File: config.mk
export PLATFORM = sky130hd
export DESIGN_NAME = filter_svf_pipelined
export DESIGN_NICKNAME = d
export VERILOG_FILES = /design/src/rtl/filter_svf_pipelined_pkg.sv /design/src/rtl/filter_svf_pipelined.sv
export SDC_FILE = /design/constraint.sdc
export NUM_CORES = 1
export LEC_CHECK = 0
export BUFFER_PORTS_ARGS = -buffer_cell sky130_fd_sc_hd__clkbuf_2
export CAP_MARGIN = 20
export CELL_PAD_IN_SITES_DETAIL_PLACEMENT = 1
export CELL_PAD_IN_SITES_GLOBAL_PLACEMENT = 2
export CORE_UTILIZATION = 40
export CTS_BUF_LIST = sky130_fd_sc_hd__clkbuf_16
export CTS_CLUSTER_DIAMETER = 30
export CTS_CLUSTER_SIZE = 24
export DETAILED_ROUTE_END_ITERATION = 16
export PLACE_DENSITY_LB_ADDON = 0.1
export SLEW_MARGIN = 40
export SYNTH_ARGS = -nofsm -noshare
export SYNTH_HDL_FRONTEND = slang
export SYNTH_SLANG_ARGS = --single-unit
File: constraint.sdc
create_clock -name clk -period 13 [get_ports clk]
set_input_delay 1.95 -clock clk [delete_from_list [all_inputs] [get_ports clk]]
set_output_delay 1.95 -clock clk [all_outputs]
set_load 0.005 [all_outputs]
File: src/rtl/filter_svf_pipelined_pkg.sv
// Shared constants, FSM state type and saturation helper for the state-variable filter.
package svf_pkg;

  localparam int COEF_BITS  = 18;
  localparam int F_SHIFT    = 17;
  localparam int Q_SHIFT    = 16;
  localparam int GUARD_BITS = 4;
  // Wide enough to hold any sum of shifted products and state without overflow.
  localparam int CALC_BITS  = 48;

  typedef enum logic [2:0] {
    ST_IDLE,
    ST_LOW,
    ST_HIGH,
    ST_BAND,
    ST_OUT
  } svf_state_e;

  // Clamp a wide signed value into the signed range of the given bit width.
  function automatic logic signed [CALC_BITS-1:0] saturate(
    input logic signed [CALC_BITS-1:0] value,
    input int                          width
  );
    logic signed [CALC_BITS-1:0] max_v;
    logic signed [CALC_BITS-1:0] min_v;
    max_v = (48'sd1 <<< (width - 1)) - 48'sd1;
    min_v = -(48'sd1 <<< (width - 1));
    if (value > max_v) begin
      return max_v;
    end else if (value < min_v) begin
      return min_v;
    end else begin
      return value;
    end
  endfunction

endpackage

File: src/rtl/filter_svf_pipelined.sv
// Chamberlin state-variable filter, one update per sample strobe edge, using a
// single time-shared signed multiplier over the LOW/HIGH/BAND cycles.
module filter_svf_pipelined
  import svf_pkg::*;
#(
  parameter int SAMPLE_BITS = 12
) (
  input  logic                          clk,
  input  logic                          rst,
  input  logic                          sample_clk,
  input  logic signed [SAMPLE_BITS-1:0] in,
  input  logic signed [COEF_BITS-1:0]   F,
  input  logic signed [COEF_BITS-1:0]   Q1,
  output logic signed [SAMPLE_BITS-1:0] out_highpass,
  output logic signed [SAMPLE_BITS-1:0] out_lowpass,
  output logic signed [SAMPLE_BITS-1:0] out_bandpass,
  output logic signed [SAMPLE_BITS-1:0] out_notch
);

  localparam int STATE_BITS = SAMPLE_BITS + GUARD_BITS;
  localparam int PROD_BITS  = COEF_BITS + STATE_BITS;

  svf_state_e                    state_q, state_d;
  logic                          prev_sc_q, prev_sc_d;
  logic signed [SAMPLE_BITS-1:0] in_q, in_d;
  logic signed [COEF_BITS-1:0]   f_q, f_d;
  logic signed [COEF_BITS-1:0]   q1_q, q1_d;
  logic signed [STATE_BITS-1:0]  low_q, low_d;
  logic signed [STATE_BITS-1:0]  band_q, band_d;
  logic signed [STATE_BITS-1:0]  high_q, high_d;
  logic signed [SAMPLE_BITS-1:0] out_hp_q, out_hp_d;
  logic signed [SAMPLE_BITS-1:0] out_lp_q, out_lp_d;
  logic signed [SAMPLE_BITS-1:0] out_bp_q, out_bp_d;
  logic signed [SAMPLE_BITS-1:0] out_notch_q, out_notch_d;

  logic                          start;
  logic signed [COEF_BITS-1:0]   mul_a;
  logic signed [STATE_BITS-1:0]  mul_b;
  logic signed [PROD_BITS-1:0]   product;
  logic signed [CALC_BITS-1:0]   prod_w;
  logic signed [CALC_BITS-1:0]   in_w;
  logic signed [CALC_BITS-1:0]   low_w;
  logic signed [CALC_BITS-1:0]   band_w;
  logic signed [CALC_BITS-1:0]   high_w;
  logic signed [CALC_BITS-1:0]   notch_w;

  // Route the coefficient and state operand for whichever term this cycle needs.
  always_comb begin
    mul_a = f_q;
    mul_b = band_q;
    case (state_q)
      ST_HIGH: begin
        mul_a = q1_q;
        mul_b = band_q;
      end
      ST_BAND: begin
        mul_a = f_q;
        mul_b = high_q;
      end
      default: begin
        mul_a = f_q;
        mul_b = band_q;
      end
    endcase
    product = mul_a * mul_b;
    prod_w  = {{(CALC_BITS - PROD_BITS){product[PROD_BITS-1]}}, product};
    in_w    = CALC_BITS'(in_q);
    low_w   = CALC_BITS'(low_q);
    band_w  = CALC_BITS'(band_q);
    high_w  = CALC_BITS'(high_q);
  end

  // Sequence one filter update per strobe edge; low_q already holds the new low by HIGH.
  always_comb begin
    state_d     = state_q;
    prev_sc_d   = sample_clk;
    in_d        = in_q;
    f_d         = f_q;
    q1_d        = q1_q;
    low_d       = low_q;
    band_d      = band_q;
    high_d      = high_q;
    out_hp_d    = out_hp_q;
    out_lp_d    = out_lp_q;
    out_bp_d    = out_bp_q;
    out_notch_d = out_notch_q;
    notch_w     = '0;
    start       = sample_clk & ~prev_sc_q;
    case (state_q)
      ST_IDLE: begin
        if (start) begin
          in_d    = in;
          f_d     = F;
          q1_d    = Q1;
          state_d = ST_LOW;
        end
      end
      ST_LOW: begin
        low_d   = STATE_BITS'(saturate(low_w + (prod_w >>> F_SHIFT), STATE_BITS));
        state_d = ST_HIGH;
      end
      ST_HIGH: begin
        high_d  = STATE_BITS'(saturate(in_w - low_w - (prod_w >>> Q_SHIFT), STATE_BITS));
        state_d = ST_BAND;
      end
      ST_BAND: begin
        band_d  = STATE_BITS'(saturate(band_w + (prod_w >>> F_SHIFT), STATE_BITS));
        state_d = ST_OUT;
      end
      ST_OUT: begin
        notch_w     = saturate(high_w + low_w, STATE_BITS);
        out_hp_d    = SAMPLE_BITS'(saturate(high_w, SAMPLE_BITS));
        out_lp_d    = SAMPLE_BITS'(saturate(low_w, SAMPLE_BITS));
        out_bp_d    = SAMPLE_BITS'(saturate(band_w, SAMPLE_BITS));
        out_notch_d = SAMPLE_BITS'(saturate(notch_w, SAMPLE_BITS));
        state_d     = ST_IDLE;
      end
      default: begin
        state_d = ST_IDLE;
      end
    endcase
  end

  // State and datapath registers with synchronous clear that also aborts an update.
  always_ff @(posedge clk) begin
    if (rst) begin
      state_q     <= ST_IDLE;
      prev_sc_q   <= 1'b0;
      in_q        <= '0;
      f_q         <= '0;
      q1_q        <= '0;
      low_q       <= '0;
      band_q      <= '0;
      high_q      <= '0;
      out_hp_q    <= '0;
      out_lp_q    <= '0;
      out_bp_q    <= '0;
      out_notch_q <= '0;
    end else begin
      state_q     <= state_d;
      prev_sc_q   <= prev_sc_d;
      in_q        <= in_d;
      f_q         <= f_d;
      q1_q        <= q1_d;
      low_q       <= low_d;
      band_q      <= band_d;
      high_q      <= high_d;
      out_hp_q    <= out_hp_d;
      out_lp_q    <= out_lp_d;
      out_bp_q    <= out_bp_d;
      out_notch_q <= out_notch_d;
    end
  end

  assign out_highpass = out_hp_q;
  assign out_lowpass  = out_lp_q;
  assign out_bandpass = out_bp_q;
  assign out_notch    = out_notch_q;

endmodule

==> impl_metrics.json <==
{
  "antenna_left": 0,
  "clockRootBuffer": "clkbuf_16",
  "wl_mm": 70.53,
  "worstMarginPinSlew_ns": 0.8553,
  "vias_per_cell": 5.359,
  "setup_tns_ns": 0,
  "synth_enable_flop_cells": 0,
  "die_w_um": 227.0,
  "start_util": 0.4046,
  "synth_area_leaders": "fa_1 (31%), dfxtp_1 (15%), ha_1 (9.6%), inv_1 (7.5%), nand2_1 (6.7%)",
  "cp_max_fo": 28,
  "wl_per_cell_um": 22.17,
  "grt_max_degree": 65,
  "grt.total_usage": 0.2835,
  "ys_async_sr_fraction": 0,
  "startpoint_type": "flop",
  "h-tree-depth": 4,
  "final_util": 0.4444,
  "slew_headroom": 0.4185,
  "drive_gt1_frac": 0.09326,
  "reg2reg_depth": 34,
  "grt_pass1_vias": 17860,
  "period_needed_ns": 11.81,
  "crit_path_end_kind": "flop",
  "hold_end": "out_lowpass[5]$_SDFFE_PP0N_",
  "max_freq_ghz": 0.08468,
  "hold_viol": 0,
  "path_common_cell": "fa_1",
  "antenna_found_initial": 0,
  "fin_crit_sh": 0.9084,
  "port_buffers": 98,
  "ctsResizeCount": 0,
  "synth_seq_cells": 148,
  "rsz0062_at_grt": "false",
  "setup_viol": 0,
  "critical_path_required_ns": 13.28,
  "cts_setup_buffers": 0,
  "core_area_um2": 50070,
  "finalPower_uw": 2043,
  "route.detailed.drc": 0,
  "cts_buffers": 17,
  "cp_slowest_cell": "mux2i_1",
  "p_leak_uw": 0.01067,
  "row_count": 82,
  "syn-num-nets": 2931,
  "cts_hold_buf": 0,
  "io_pins": 99,
  "syn_to_final_growth_pct": 9.852,
  "worstReg2RegStart": "state_q[1]$_SDFFE_PP0P_",
  "synth_largest_area_cell": "fa_1",
  "dp_hpwl_mm": 58.48,
  "clkTransAtPathRegs_ns": 0.07,
  "cts_tree": "done",
  "grt_first_pass_wirelength_mm": 108.4,
  "die-area_um2": 51540,
  "clock_latency_ns": 0.45,
  "drt-initial-drc-count": 767,
  "syn_avg_cell_area_um2": 8.387,
  "hold_ws_ns": 0.4557,
  "max_stage_delay_ns": 0.75,
  "clock-sinks": 148,
  "status": "finished clean",
  "dr.pass1.iters": 5,
  "hp-start": "out_lowpass[5]$_SDFFE_PP0N_",
  "peakVddDrop_mv": 0.09453,
  "fillers": 6186,
  "num-nets-final": 3012,
  "maxCapViolCount": 0,
  "worst_r2r_endpoint": "high_q[9]$_SDFFE_PP0P_",
  "hold_path_class": "reg2reg",
  "slew_violations": 0,
  "finish.instance_area_um2": 22250,
  "synthCells": 2415,
  "overflow": 0,
  "r2r_slack_ns": 1.19,
  "synth_top_flop_cell": "dfxtp_1",
  "die_y_um": 227.0,
  "crit_arrival_ns": 12.09,
  "critical-path-top-delay-family": "adder cells",
  "power.density_nw_per_um2": 91.79,
  "placed_area_um2": 21660,
  "insertedDiodeCount": 0,
  "hold_depth": 2,
  "syn-cell-area_um2": 20260,
  "via_count": 17046,
  "fin_skew_ns": 0.01699,
  "path_class": "reg2reg",
  "critPathBufInv": 6,
  "yosysWarnings": 0,
  "place.gp.congestion": 0.9424,
  "yosysSeqAreaShare": 0.1463,
  "synth_top_area_share": 0.3064,
  "yosys.cell_types.count": 86,
  "clk_path_buf_depth": 2
}
layout by cell type, fill, tap and decap left out, types with 8 or more instances in the layout:
cell         n
a211oi_1    58
a21o_1      44
a21oi_1    159
a31oi_1      8
and3_1      11
buf_4       48
clkbuf_16   17
clkbuf_2    97
dfxtp_1    148
fa_1       310
ha_1       155
inv_1      406
mux2_2      17
mux2i_1     27
nand2_1    361
nand2b_1    15
nand3_1     25
nand3b_1     9
nand4_1     12
nor2_1     231
nor2b_1     14
nor3_1      17
o211ai_1     8
o21a_1      17
o21ai_0     71
or3_1        8
xnor2_1     56
xor2_1      19
Yosys cell counts, drive strengths merged, types with 25 or more instances:
master	count
nand3	25
inv	406
dfxtp	148
a21oi	162
clkbuf	67
a21o	44
fa	310
nand2	361
ha	155
mux2i	33
a211oi	59
nor2	232
xnor2	57
o21ai	78
metal layers:
layer | share of wire | GRT usage | routed length, um | vias to the layer above
met2 | 0.48 | 0.4774 | 33870 | 332
li1 | - | - | - | 7925
met4 | 0.027 | 0.07772 | 1906 | 0
met3 | 0.043 | 0.03601 | 3011 | 83
met5 | 0 | 0 | 0 | -
met1 | 0.45 | 0.3822 | 31740 | 8706
power by group:
part | switching (uW) | total, uW | internal [uW]
clock network | 232 | 501 | 269
registers | 60.3 | 543 | 483
logic | 629 | 998 | 369
total | 921 | 2040 | 1120
worst register-to-register path, delay by kind of cell, from the launching register on:
family / cells / cell delay [ns]
compound gates: 11 / 3.06
xor+xnor: 1 / 0.45
flops: 1 / 0.55
fa+ha+maj: 9 / 4.30
buf+inv: 6 / 1.00
mux: 1 / 0.76
simple gates: 6 / 1.52
final cells by class:
cell class | count | area [um2] | area share
Timing Repair Buffer | 145 | 845.8 | 0.03801
Multi-Input combinational cell | 1778 | 15510 | 0.6969
Clock buffer | 17 | 425.4 | 0.01912
Sequential cell | 148 | 2963 | 0.1332
Inverter | 406 | 1524 | 0.06849
Clock inverter | 15 | 146.4 | 0.006579
Tap cell | 672 | 840.8 | 0.03779
flip-flops by register name, summed over array words and instances, names as in the netlist, 3 cells and up:
| signal | count |
|---|---|
| out_notch | 12 |
| f_q | 18 |
| out_highpass | 12 |
| low_q | 16 |
| high_q | 16 |
| band_q | 16 |
| q1_q | 18 |
| state_q | 3 |
| out_bandpass | 12 |
| out_lowpass | 12 |
| in_q | 12 |
how the worst max path moves through the flow:
| stage | from | endpoint | slack (ns) | cells after the start |
|---|---|---|---|---|
| 2_1_floorplan | state_q[1]$_SDFFE_PP0P_ | high_q[11]$_SDFFE_PP0P_ | 2.88 | 39 |
| 3_3_place_gp | state_q[1]$_SDFFE_PP0P_ | high_q[3]$_SDFFE_PP0P_ | 1.38 | 35 |
| 4_1_cts | state_q[1]$_SDFFE_PP0P_ | high_q[9]$_SDFFE_PP0P_ | 1.20 | 34 |
| 3_5_place_dp | state_q[1]$_SDFFE_PP0P_ | high_q[9]$_SDFFE_PP0P_ | 1.29 | 34 |
| 6_report | state_q[1]$_SDFFE_PP0P_ | high_q[9]$_SDFFE_PP0P_ | 1.19 | 34 |
| 5_1_grt | state_q[1]$_SDFFE_PP0P_ | high_q[9]$_SDFFE_PP0P_ | 0.44 | 34 |
kinds of logic (layout without fill, tap and decap cells):
| logic type | Yosys count | count (layout) | synth area share |
|---|---|---|---|
| xor gates and xnor gates | 76 | 76 | 0.03286 |
| muxes | 50 | 50 | 0.02656 |
| adders and majority gates | 466 | 466 | 0.4026 |
| and+or+nand+nor | 743 | 743 | 0.1579 |
| buffers and inverters | 489 | 583 | 0.09173 |
| AOI/OAI and AO/OA | 443 | 443 | 0.1420 |
| DFF | 148 | 148 | 0.1463 |
per-stage QoR:
stage / setup slack [ns] / cells
floorplan: 2.883 / 2415
global placement: 1.382 / 3149
detailed placement: 1.294 / 3149
CTS: 1.203 / 3181
global route: 0.4362 / 3181
finish: 1.191 / 3181
Power figures use the tool's default switching activity.
